## src/rtl/charbuf_ctrl_if.sv

```systemverilog
// Keyboard store handshake plus the single char-RAM port owned by charbuf_ctrl.
// The slave modport is the controller's view. The master modport is the view
// of its environment: the keyboard writer together with the RAM.
interface charbuf_ctrl_if #(
    parameter int AW = 10,
    parameter int DW = 10
);
    logic          kbd_valid;
    logic          kbd_ready;
    logic [AW-1:0] kbd_addr;
    logic [DW-1:0] kbd_data;
    logic [AW-1:0] mem_addr;
    logic          mem_we;
    logic [DW-1:0] mem_wdata;
    logic [DW-1:0] mem_rdata;

    modport slave (
        input  kbd_valid, kbd_addr, kbd_data, mem_rdata,
        output kbd_ready, mem_addr, mem_we, mem_wdata
    );

    modport master (
        output kbd_valid, kbd_addr, kbd_data, mem_rdata,
        input  kbd_ready, mem_addr, mem_we, mem_wdata
    );
endinterface

```

## src/rtl/charbuf_ctrl.sv

```systemverilog
// Character RAM port owner for the 40x15 text display.
// A one-entry keyboard holding buffer shares the RAM port with a sequencer that
// runs CLEAR (zero all cells) and SCROLL (copy rows up by one, blank the last row).
// A keyboard grant stalls the sequencer for one cycle. The only exception is
// SCR_WR, where the copy data read in the previous cycle must be written now.
// The parameters must satisfy COLS*ROWS <= 2**AW.
module charbuf_ctrl #(
    parameter int COLS = 40,
    parameter int ROWS = 15,
    parameter int AW   = 10,
    parameter int DW   = 10
) (
    input  logic           clk,
    input  logic           rst,
    charbuf_ctrl_if.slave  bus,
    input  logic           clear_cmd,
    input  logic           scroll_cmd,
    output logic           busy,
    output logic           done
);

    localparam int CELLS     = COLS * ROWS;
    localparam int COPY_LAST = COLS * (ROWS - 1) - 1;

    localparam logic [AW-1:0] IDX_ZERO      = AW'(0);
    localparam logic [AW-1:0] IDX_ONE       = AW'(1);
    localparam logic [AW-1:0] IDX_LAST      = AW'(CELLS - 1);
    localparam logic [AW-1:0] IDX_COPY_LAST = AW'(COPY_LAST);
    localparam logic [AW-1:0] ROW_STRIDE    = AW'(COLS);
    localparam logic [DW-1:0] BLANK         = DW'(0);

    typedef enum logic [2:0] {
        IDLE     = 3'd0,
        CLR      = 3'd1,
        SCR_RD   = 3'd2,
        SCR_WR   = 3'd3,
        SCR_FILL = 3'd4
    } state_t;

    state_t        state_r;
    logic [AW-1:0] idx_r;
    logic          buf_full_r;
    logic [AW-1:0] buf_addr_r;
    logic [DW-1:0] buf_data_r;

    logic          load_s;
    logic          grant_s;

    // The buffer accepts a new store only when it is empty.
    assign bus.kbd_ready = !buf_full_r;
    assign load_s        = bus.kbd_valid && !buf_full_r;

    // A buffered store gets the port except in SCR_WR. While rst is high the
    // buffered store is suppressed, because reset discards it.
    assign grant_s = buf_full_r && (state_r != SCR_WR) && !rst;

    assign busy = (state_r != IDLE);

    // Sequencer state, cell index, keyboard holding buffer and the done pulse
    always_ff @(posedge clk) begin
        if (rst) begin
            state_r    <= IDLE;
            idx_r      <= IDX_ZERO;
            buf_full_r <= 1'b0;
            buf_addr_r <= IDX_ZERO;
            buf_data_r <= BLANK;
            done       <= 1'b0;
        end else begin
            done <= 1'b0;

            if (load_s) begin
                buf_full_r <= 1'b1;
                buf_addr_r <= bus.kbd_addr;
                buf_data_r <= bus.kbd_data;
            end else if (grant_s) begin
                buf_full_r <= 1'b0;
            end else begin
                buf_full_r <= buf_full_r;
            end

            // IDLE does not use the RAM port, so a grant there never drops a
            // command pulse. Port-using states hold for one cycle on a grant.
            if (state_r == IDLE) begin
                if (clear_cmd) begin
                    state_r <= CLR;
                    idx_r   <= IDX_ZERO;
                end else if (scroll_cmd) begin
                    state_r <= SCR_RD;
                    idx_r   <= IDX_ZERO;
                end else begin
                    state_r <= IDLE;
                end
            end else if (grant_s) begin
                state_r <= state_r;
                idx_r   <= idx_r;
            end else begin
                case (state_r)
                    CLR: begin
                        if (idx_r == IDX_LAST) begin
                            state_r <= IDLE;
                            idx_r   <= IDX_ZERO;
                            done    <= 1'b1;
                        end else begin
                            idx_r <= idx_r + IDX_ONE;
                        end
                    end
                    SCR_RD: begin
                        state_r <= SCR_WR;
                    end
                    SCR_WR: begin
                        idx_r <= idx_r + IDX_ONE;
                        if (idx_r == IDX_COPY_LAST) begin
                            state_r <= SCR_FILL;
                        end else begin
                            state_r <= SCR_RD;
                        end
                    end
                    SCR_FILL: begin
                        if (idx_r == IDX_LAST) begin
                            state_r <= IDLE;
                            idx_r   <= IDX_ZERO;
                            done    <= 1'b1;
                        end else begin
                            idx_r <= idx_r + IDX_ONE;
                        end
                    end
                    default: begin
                        state_r <= IDLE;
                        idx_r   <= IDX_ZERO;
                    end
                endcase
            end
        end
    end

    // RAM port mux: a keyboard grant first, then the sequencer's access for its state
    always_comb begin
        bus.mem_addr  = IDX_ZERO;
        bus.mem_we    = 1'b0;
        bus.mem_wdata = BLANK;
        if (grant_s) begin
            bus.mem_addr  = buf_addr_r;
            bus.mem_we    = 1'b1;
            bus.mem_wdata = buf_data_r;
        end else if (rst) begin
            bus.mem_addr  = IDX_ZERO;
            bus.mem_we    = 1'b0;
            bus.mem_wdata = BLANK;
        end else begin
            case (state_r)
                CLR: begin
                    bus.mem_addr  = idx_r;
                    bus.mem_we    = 1'b1;
                    bus.mem_wdata = BLANK;
                end
                SCR_RD: begin
                    bus.mem_addr  = idx_r + ROW_STRIDE;
                    bus.mem_we    = 1'b0;
                    bus.mem_wdata = BLANK;
                end
                SCR_WR: begin
                    bus.mem_addr  = idx_r;
                    bus.mem_we    = 1'b1;
                    bus.mem_wdata = bus.mem_rdata;
                end
                SCR_FILL: begin
                    bus.mem_addr  = idx_r;
                    bus.mem_we    = 1'b1;
                    bus.mem_wdata = BLANK;
                end
                default: begin
                    bus.mem_addr  = IDX_ZERO;
                    bus.mem_we    = 1'b0;
                    bus.mem_wdata = BLANK;
                end
            endcase
        end
    end

endmodule
```

## src/flat_wrapper.sv

```systemverilog
// flat-port wrapper written by rule: the top's interface ports become plain ports
module charbuf_ctrl_flat 
#(
    parameter int COLS = 40,
    parameter int ROWS = 15,
    parameter int AW   = 10,
    parameter int DW   = 10
)
  (clk, rst, clear_cmd, scroll_cmd, busy, done, bus_kbd_valid, bus_kbd_addr, bus_kbd_data, bus_mem_rdata, bus_kbd_ready, bus_mem_addr, bus_mem_we, bus_mem_wdata);
  charbuf_ctrl_if #(.AW(AW), .DW(DW)) bus_i ();
  input  logic clk;
  input  logic rst;
  input  logic clear_cmd;
  input  logic scroll_cmd;
  output logic busy;
  output logic done;
  input wire logic [$bits(bus_i.kbd_valid)-1:0] bus_kbd_valid;
  input wire logic [$bits(bus_i.kbd_addr)-1:0] bus_kbd_addr;
  input wire logic [$bits(bus_i.kbd_data)-1:0] bus_kbd_data;
  input wire logic [$bits(bus_i.mem_rdata)-1:0] bus_mem_rdata;
  output wire logic [$bits(bus_i.kbd_ready)-1:0] bus_kbd_ready;
  output wire logic [$bits(bus_i.mem_addr)-1:0] bus_mem_addr;
  output wire logic [$bits(bus_i.mem_we)-1:0] bus_mem_we;
  output wire logic [$bits(bus_i.mem_wdata)-1:0] bus_mem_wdata;
  assign bus_i.kbd_valid = bus_kbd_valid;
  assign bus_i.kbd_addr = bus_kbd_addr;
  assign bus_i.kbd_data = bus_kbd_data;
  assign bus_i.mem_rdata = bus_mem_rdata;
  assign bus_kbd_ready = bus_i.kbd_ready;
  assign bus_mem_addr = bus_i.mem_addr;
  assign bus_mem_we = bus_i.mem_we;
  assign bus_mem_wdata = bus_i.mem_wdata;
  charbuf_ctrl #(.COLS(COLS), .ROWS(ROWS), .AW(AW), .DW(DW)) u_core (.clk(clk), .rst(rst), .bus(bus_i), .clear_cmd(clear_cmd), .scroll_cmd(scroll_cmd), .busy(busy), .done(done));
endmodule
```

## config.mk

```make
export PLATFORM = sky130hd
export DESIGN_NAME = charbuf_ctrl_flat
export DESIGN_NICKNAME = d
export VERILOG_FILES = /design/src/rtl/charbuf_ctrl_if.sv /design/src/rtl/charbuf_ctrl.sv /design/src/flat_wrapper.sv
export SDC_FILE = /design/constraint.sdc
export NUM_CORES = 1
export LEC_CHECK = 0
export CORE_AREA = 5 5 77 79
export DETAILED_ROUTE_END_ITERATION = 8
export DIE_AREA = 0 0 82 84
export GPL_TIMING_DRIVEN = 0
export HOLD_SLACK_MARGIN = 0.02
export PLACE_DENSITY = 0.72
export SLEW_MARGIN = 10
export SYNTH_ARGS = -nofsm -noshare
export SYNTH_HDL_FRONTEND = slang
export SYNTH_SLANG_ARGS = --single-unit
```

## constraint.sdc

```tcl
create_clock -name clk -period 2.5 [get_ports clk]
set_input_delay 0.25 -clock clk [delete_from_list [all_inputs] [get_ports clk]]
set_output_delay 0.25 -clock clk [all_outputs]
set_load 0.02 [all_outputs]
```

After elaboration in Yosys (flattened, before gate mapping)

Cells that the tools add are included.
Widths: inputs -> output; s select.

Output and inout bits: 24
Bits in registers: 35
Input bits: 35
Word-level logic and storage cells: 58

Bitwise operators: 1
Add/sub/neg operators: 2
Reduce and logical (&&, ||, !) cells: 13
Muxes and demuxes: 25
Equality and inequality tests: 11

Operator list:

| operator              | count |
|---|---|
| $mux 10               | 10 |
| $pmux 10 s3           | 1 |
| $eq 10x10->1 const B  | 2 |
| $pmux 10 s2           | 1 |
| $mux 3                | 5 |
| $add 10x1->10 const B | 1 |
| $add 10x6->10 const B | 1 |
| $pmux 3 s3            | 1 |
| $eq 3x2->1 const B    | 2 |
| $mux 1                | 6 |
| $reduce_or 4->1       | 1 |
| $eq 3x1->1 const B    | 1 |
| $eq 3x3->1 const B    | 1 |
| $logic_and 1x1->1     | 3 |
| $logic_not 3->1       | 1 |
| $ne 3x1->1 const B    | 1 |
| $ne 3x2->1 const B    | 1 |
| $ne 3x3->1 const B    | 1 |
| $reduce_and 3->1      | 1 |
| $reduce_bool 3->1     | 1 |
| $reduce_or 3->1       | 1 |
| $logic_not 1->1       | 2 |
| $mux 2                | 1 |
| $ne 2x1->1 const B    | 1 |
| 5 further kinds       | 5 |

Longest topological paths before layout

Depth after elaboration: 5
Gate-level depth with buffers: 7
Depth with buffers taken out: 6

Least setup slack after synthesis

OpenSTA, ideal clock, no wires.

Path type: flip-flop to output port
From: reg u_core.state_r[1]
To: out bus_mem_addr[0]
Data arrival time: 1.632 ns
Required time: 2.250 ns
Setup slack: 0.618 ns
Cell stages (with the launch flop): 5
Path buffers: 1
Cell sequence: dfxtp_1 buf_2 or3b_2 a211oi_1 a22o_1

Cells in the longest elaborated chain, start to end: 5
Elaborated cells between the ends (all ways): 11
Classes of those cells: eq/ne (5); mux (3); reduce/logical (3)

Ends and longest elaborated chain:

| item                                     | RTL line            | RTL |
|---|---|---|
| start: declaration                       | charbuf_ctrl.sv:40  | `state_t state_r;` |
| start signal: assignment                 | charbuf_ctrl.sv:94  | `state_r <= state_r;` |
| $eq 3x1->1, or another cell as far along | charbuf_ctrl.sv:150 | `case (state_r)` |
| $reduce_or 3->1 (no source line)         | -                   |  |
| $pmux 10 s2                              | charbuf_ctrl.sv:150 |  |
| $mux 10                                  | charbuf_ctrl.sv:145 | `end else if (rst) begin` |
| $mux 10 (*)                              | charbuf_ctrl.sv:141 | `if (grant_s) begin` |
| end: declaration                         | flat_wrapper.sv:22  | `output wire logic [$bits(bus_i.mem_addr)-1:0] bus_mem_addr;` |

Every way passes the cells marked *; elsewhere a longest branch is shown, timed or not.

Worst setup path after layout

From: reg u_core.state_r[0]
To: out bus_mem_addr[3]

Same word-level chain as after synthesis.

==> PnR_summary.wiki <==
{| class="wikitable"
! Metric !! Value
|-
| Proportion of layout cells with a drive suffix above 1 || 12.6%
|-
| Standard cell with the maximum stage delay on the critical path || dfxtp_1
|-
| Pin count of the biggest net entering global routing || 13
|-
| Initial standard-cell utilization of the core || a little under two fifths
|-
| Power Dens Cells || 462 nW/µm²
|-
| Number of synthesized flops with an enable pin || 0
|-
| Crit end category || output pin
|-
| Filler cells || between 500 and 600
|-
| Gate family responsible for the most delay along the worst path || buffers and inverters
|-
| Remaining max-slew budget at the tightest pin || approximately 64%
|-
| Number of detailed-route iterations in the first pass || 4
|-
| Number of cells produced by synthesis || about 250
|-
| Post-synthesis sequential area ratio || a little over a third
|-
| Floorplan die height || 84 µm
|-
| Number of H-tree levels || 2
|-
| Most frequent cells after synthesis || nand2_1 (56), dfxtp_1 (35), a21oi_1 (27)
|-
| Average wire per cell in the routed design || ~15 µm
|-
| Worst Path Max Fanout || 10
|-
| Library cell occupying the most area in the post-synthesis netlist || dfxtp_1
|-
| Area overhead of the layout relative to synthesis || 43.2%
|-
| Clock tree from TritonCTS || done
|-
| Vias/cell || 5.30
|-
| Max-slew violation count || 0
|-
| Hold path startpoint || u_core.buf_addr_r[8]
|-
| Final standard cell count with taps included and fillers excluded || 389
|-
| Post-detailed-placement half-perimeter wirelength || roughly 4.2 mm
|-
| Count of state elements after synthesis || 35
|-
| Delay of the slowest cell on the worst path || between 300 and 400 ps
|-
| CP Cell Sequence || buf_4, nand3b_1, o21a_1, clkbuf_4, mux2i_1, a22o_1, dlygate4sd2_1
|-
| Most used standard cell by instance count after synthesis || nand2_1
|-
| DR DRC count || 0
|-
| Routed via count || between 2000 and 2500
|-
| Leftover overflow at the end of global routing || 0
|-
| Area of the multi-input gates || around 1200 µm²
|-
| Transition at the pin with the smallest max-transition slack || around 540 ps
|-
| Max Cap Viol || 0
|-
| Run status || finished clean
|-
| # IOs || slightly below 60
|-
| RSZ-0062 raised after global routing || false
|-
| Peak Freq || ~430 MHz
|-
| Clock-pin slew on the worst setup and hold paths || about 70 ps
|-
| Core Box Area || ~5300 µm²
|-
| Data arrival, critical path || approximately 2100 ps
|-
| Final routed wirelength across all metal layers || 5.65 mm
|-
| Number of nets still failing antenna checks after routing || 0
|-
| Buffers and inverters on the worst path || 3
|-
| CP Class || flop to output pin
|-
| Cell at the root of the clock tree || clkbuf_8
|-
| All-layer global routing usage || 17.6%
|-
| Quantity of hold-fixing buffers added after cts || 0
|-
| Number of buffers between clock root and the deepest sink || 2
|-
| Antenna cells || 0
|-
| Kind of start point of the critical path || flop
|-
| Number of synthesis warnings || 0
|-
| Post-layout minimum cycle time || roughly 2300 ps
|-
| Standby leakage power || 1.28 nW
|-
| Async set-or-reset flop fraction in the synthesized netlist || 0%
|-
| TritonCTS Buffers || 5
|-
| Worst min path class || flop to flop
|-
| Source of the critical timing path || u_core.state_r[0]
|-
| Vias in the first global route || about 2100
|-
| Violation count after the first detailed-routing iteration || between 100 and 150
|-
| Worst flop-to-flop path startpoint || u_core.idx_r[8]
|-
| Required time of the critical path || roughly 2300 ps
|-
| Post-route setup TNS || 0 ps
|-
| Cell variety after synth || 50
|-
| Hold Fails Final Rpt || 0
|-
| Horiz. Die Dim || 82 µm
|-
| Most frequently used flop master after synthesis || dfxtp_1
|-
| Total Die Area || around 6900 µm²
|-
| Post-synthesis cell area || approximately 2000 µm²
|-
| Layout Skew || just over 4 ps
|-
| Worst skew pair latency || 290 ps
|-
| Clock sink total || 35
|-
| Post-placement cell count || approximately 380
|-
| Area contributors post-synth || dfxtp_1 (35%), nand2_1 (11%), a22o_1 (7.9%)
|-
| Post-Synthesis Net Count || between 200 and 300
|-
| Number of port buffers || 58
|-
| Post-synth top area share || 35.3%
|-
| RD Place Congestion || between 0.8 and 0.9
|-
| Placement Rows || 27
|-
| Seq. cell area || just over 700 µm²
|-
| Final layout net count || between 300 and 400
|-
| Global-route wire length before repair || between 9 and 10 mm
|-
| Final cycle utilization of the critical path || 93.8%
|-
| Worst IR Drop VDD || 0.000306 V
|-
| Antenna violations before repair || 0
|-
| Mean post-synth cell area || 7.87 µm²
|-
| Total of endpoints with negative setup slack in the final report || 0
|}
==> cell type report <==
type	instances	share of cell area [%]
timing repair buffer	59	21.4
multi-input combinational	193	43.3
inverter	5	0.661
clock inverter	1	0.176
buffer	17	3.87
clock buffer	7	2.69
sequential	35	24.8
tap	72	3.17
==> flip-flops by register name (all words and copies together) (netlist names) <==
signal,cells
u_core.buf_addr_r,10
u_core.buf_data_r,10
u_core.buf_full_r,1
u_core.done,1
u_core.idx_r,10
u_core.state_r,3
==> cells in the final DEF (no fill, tap or decap), types with 4 or more instances in the layout <==
| cell | netlist | routed |
|---|---|---|
| clkbuf_1 | 13 | 8 |
| clkdlybuf4s50_1 | 0 | 36 |
| clkbuf_8 | 0 | 6 |
| nand2_1 | 56 | 56 |
| o211ai_1 | 5 | 5 |
| dlymetal6s2s_1 | 0 | 15 |
| xor2_1 | 4 | 4 |
| o21ai_0 | 7 | 7 |
| nor2_1 | 14 | 13 |
| dfxtp_1 | 35 | 32 |
| a31oi_1 | 7 | 7 |
| clkbuf_2 | 0 | 4 |
| a21oi_1 | 27 | 27 |
| a22o_1 | 18 | 18 |
| inv_1 | 5 | 5 |
==> report_power, final <==
group          internal [W]  switching [W]  total, W
logic              0.000146       0.000169  0.000315
clock network      0.000196       0.000203  0.000399
registers          0.000583      0.0000151  0.000598
total              0.000924       0.000388   0.00131
==> per-stage QoR <==
step                      area, µm²  power, W  utilization, %  hold WS, ps  worst slack (ps)
after floorplan                1980  0.000779               -          360               618
after global placement         2660  0.000901            50.4          443              -304
after detailed placement       2660  0.000904            50.4          447              -281
after CTS                      2790   0.00132            53.0          456              -169
after global routing           2840   0.00138            53.9          477              2.18
final                          2840   0.00131            53.9          453               156
==> worst paths after layout <==
kind	endpoint	slack [ps]	cells after the start
max	bus_mem_addr[3]	160	7
min	u_core.buf_addr_r[8]	450	2
max reg2reg	u_core.idx_r[4]	570	6
min reg2reg	u_core.buf_addr_r[8]	450	2
==> repair_timing <==
action | in CTS | in global routing
endpoints found under the setup margin | 21 | 20
buffers inserted | 1 | 0
pin swaps | 0 | 1
resized for setup | 26 | 32
==> worst min-delay path, stage by stage (launching register included) <==
cell	delay [ps]
dfxtp_1	310
nand2_1	50
a21oi_1	50
==> metal layers <==
layer	GRT usage, %	wire [µm]	part of all wire, %	vias to the layer above
met5	0	0	0	-
met4	5.29	66	1.2	0
met3	7.13	476	8.4	7
met2	29.6	2790	49	68
met1	19.9	2330	41	957
li1	-	-	-	1028
==> kinds of logic after synthesis <==
kind of cell,count (synthesis),share of synthesized area [%]
adder cells (fa/ha/maj),3,1.89
XOR/XNOR,6,2.65
multiplexers,2,1.01
AND/OR/NAND/NOR,104,27.1
buffers and inverters,24,5.11
flip-flops,35,35.3
AO/OA/AOI/OAI,78,26.9
(Power assumes the default switching activity.)
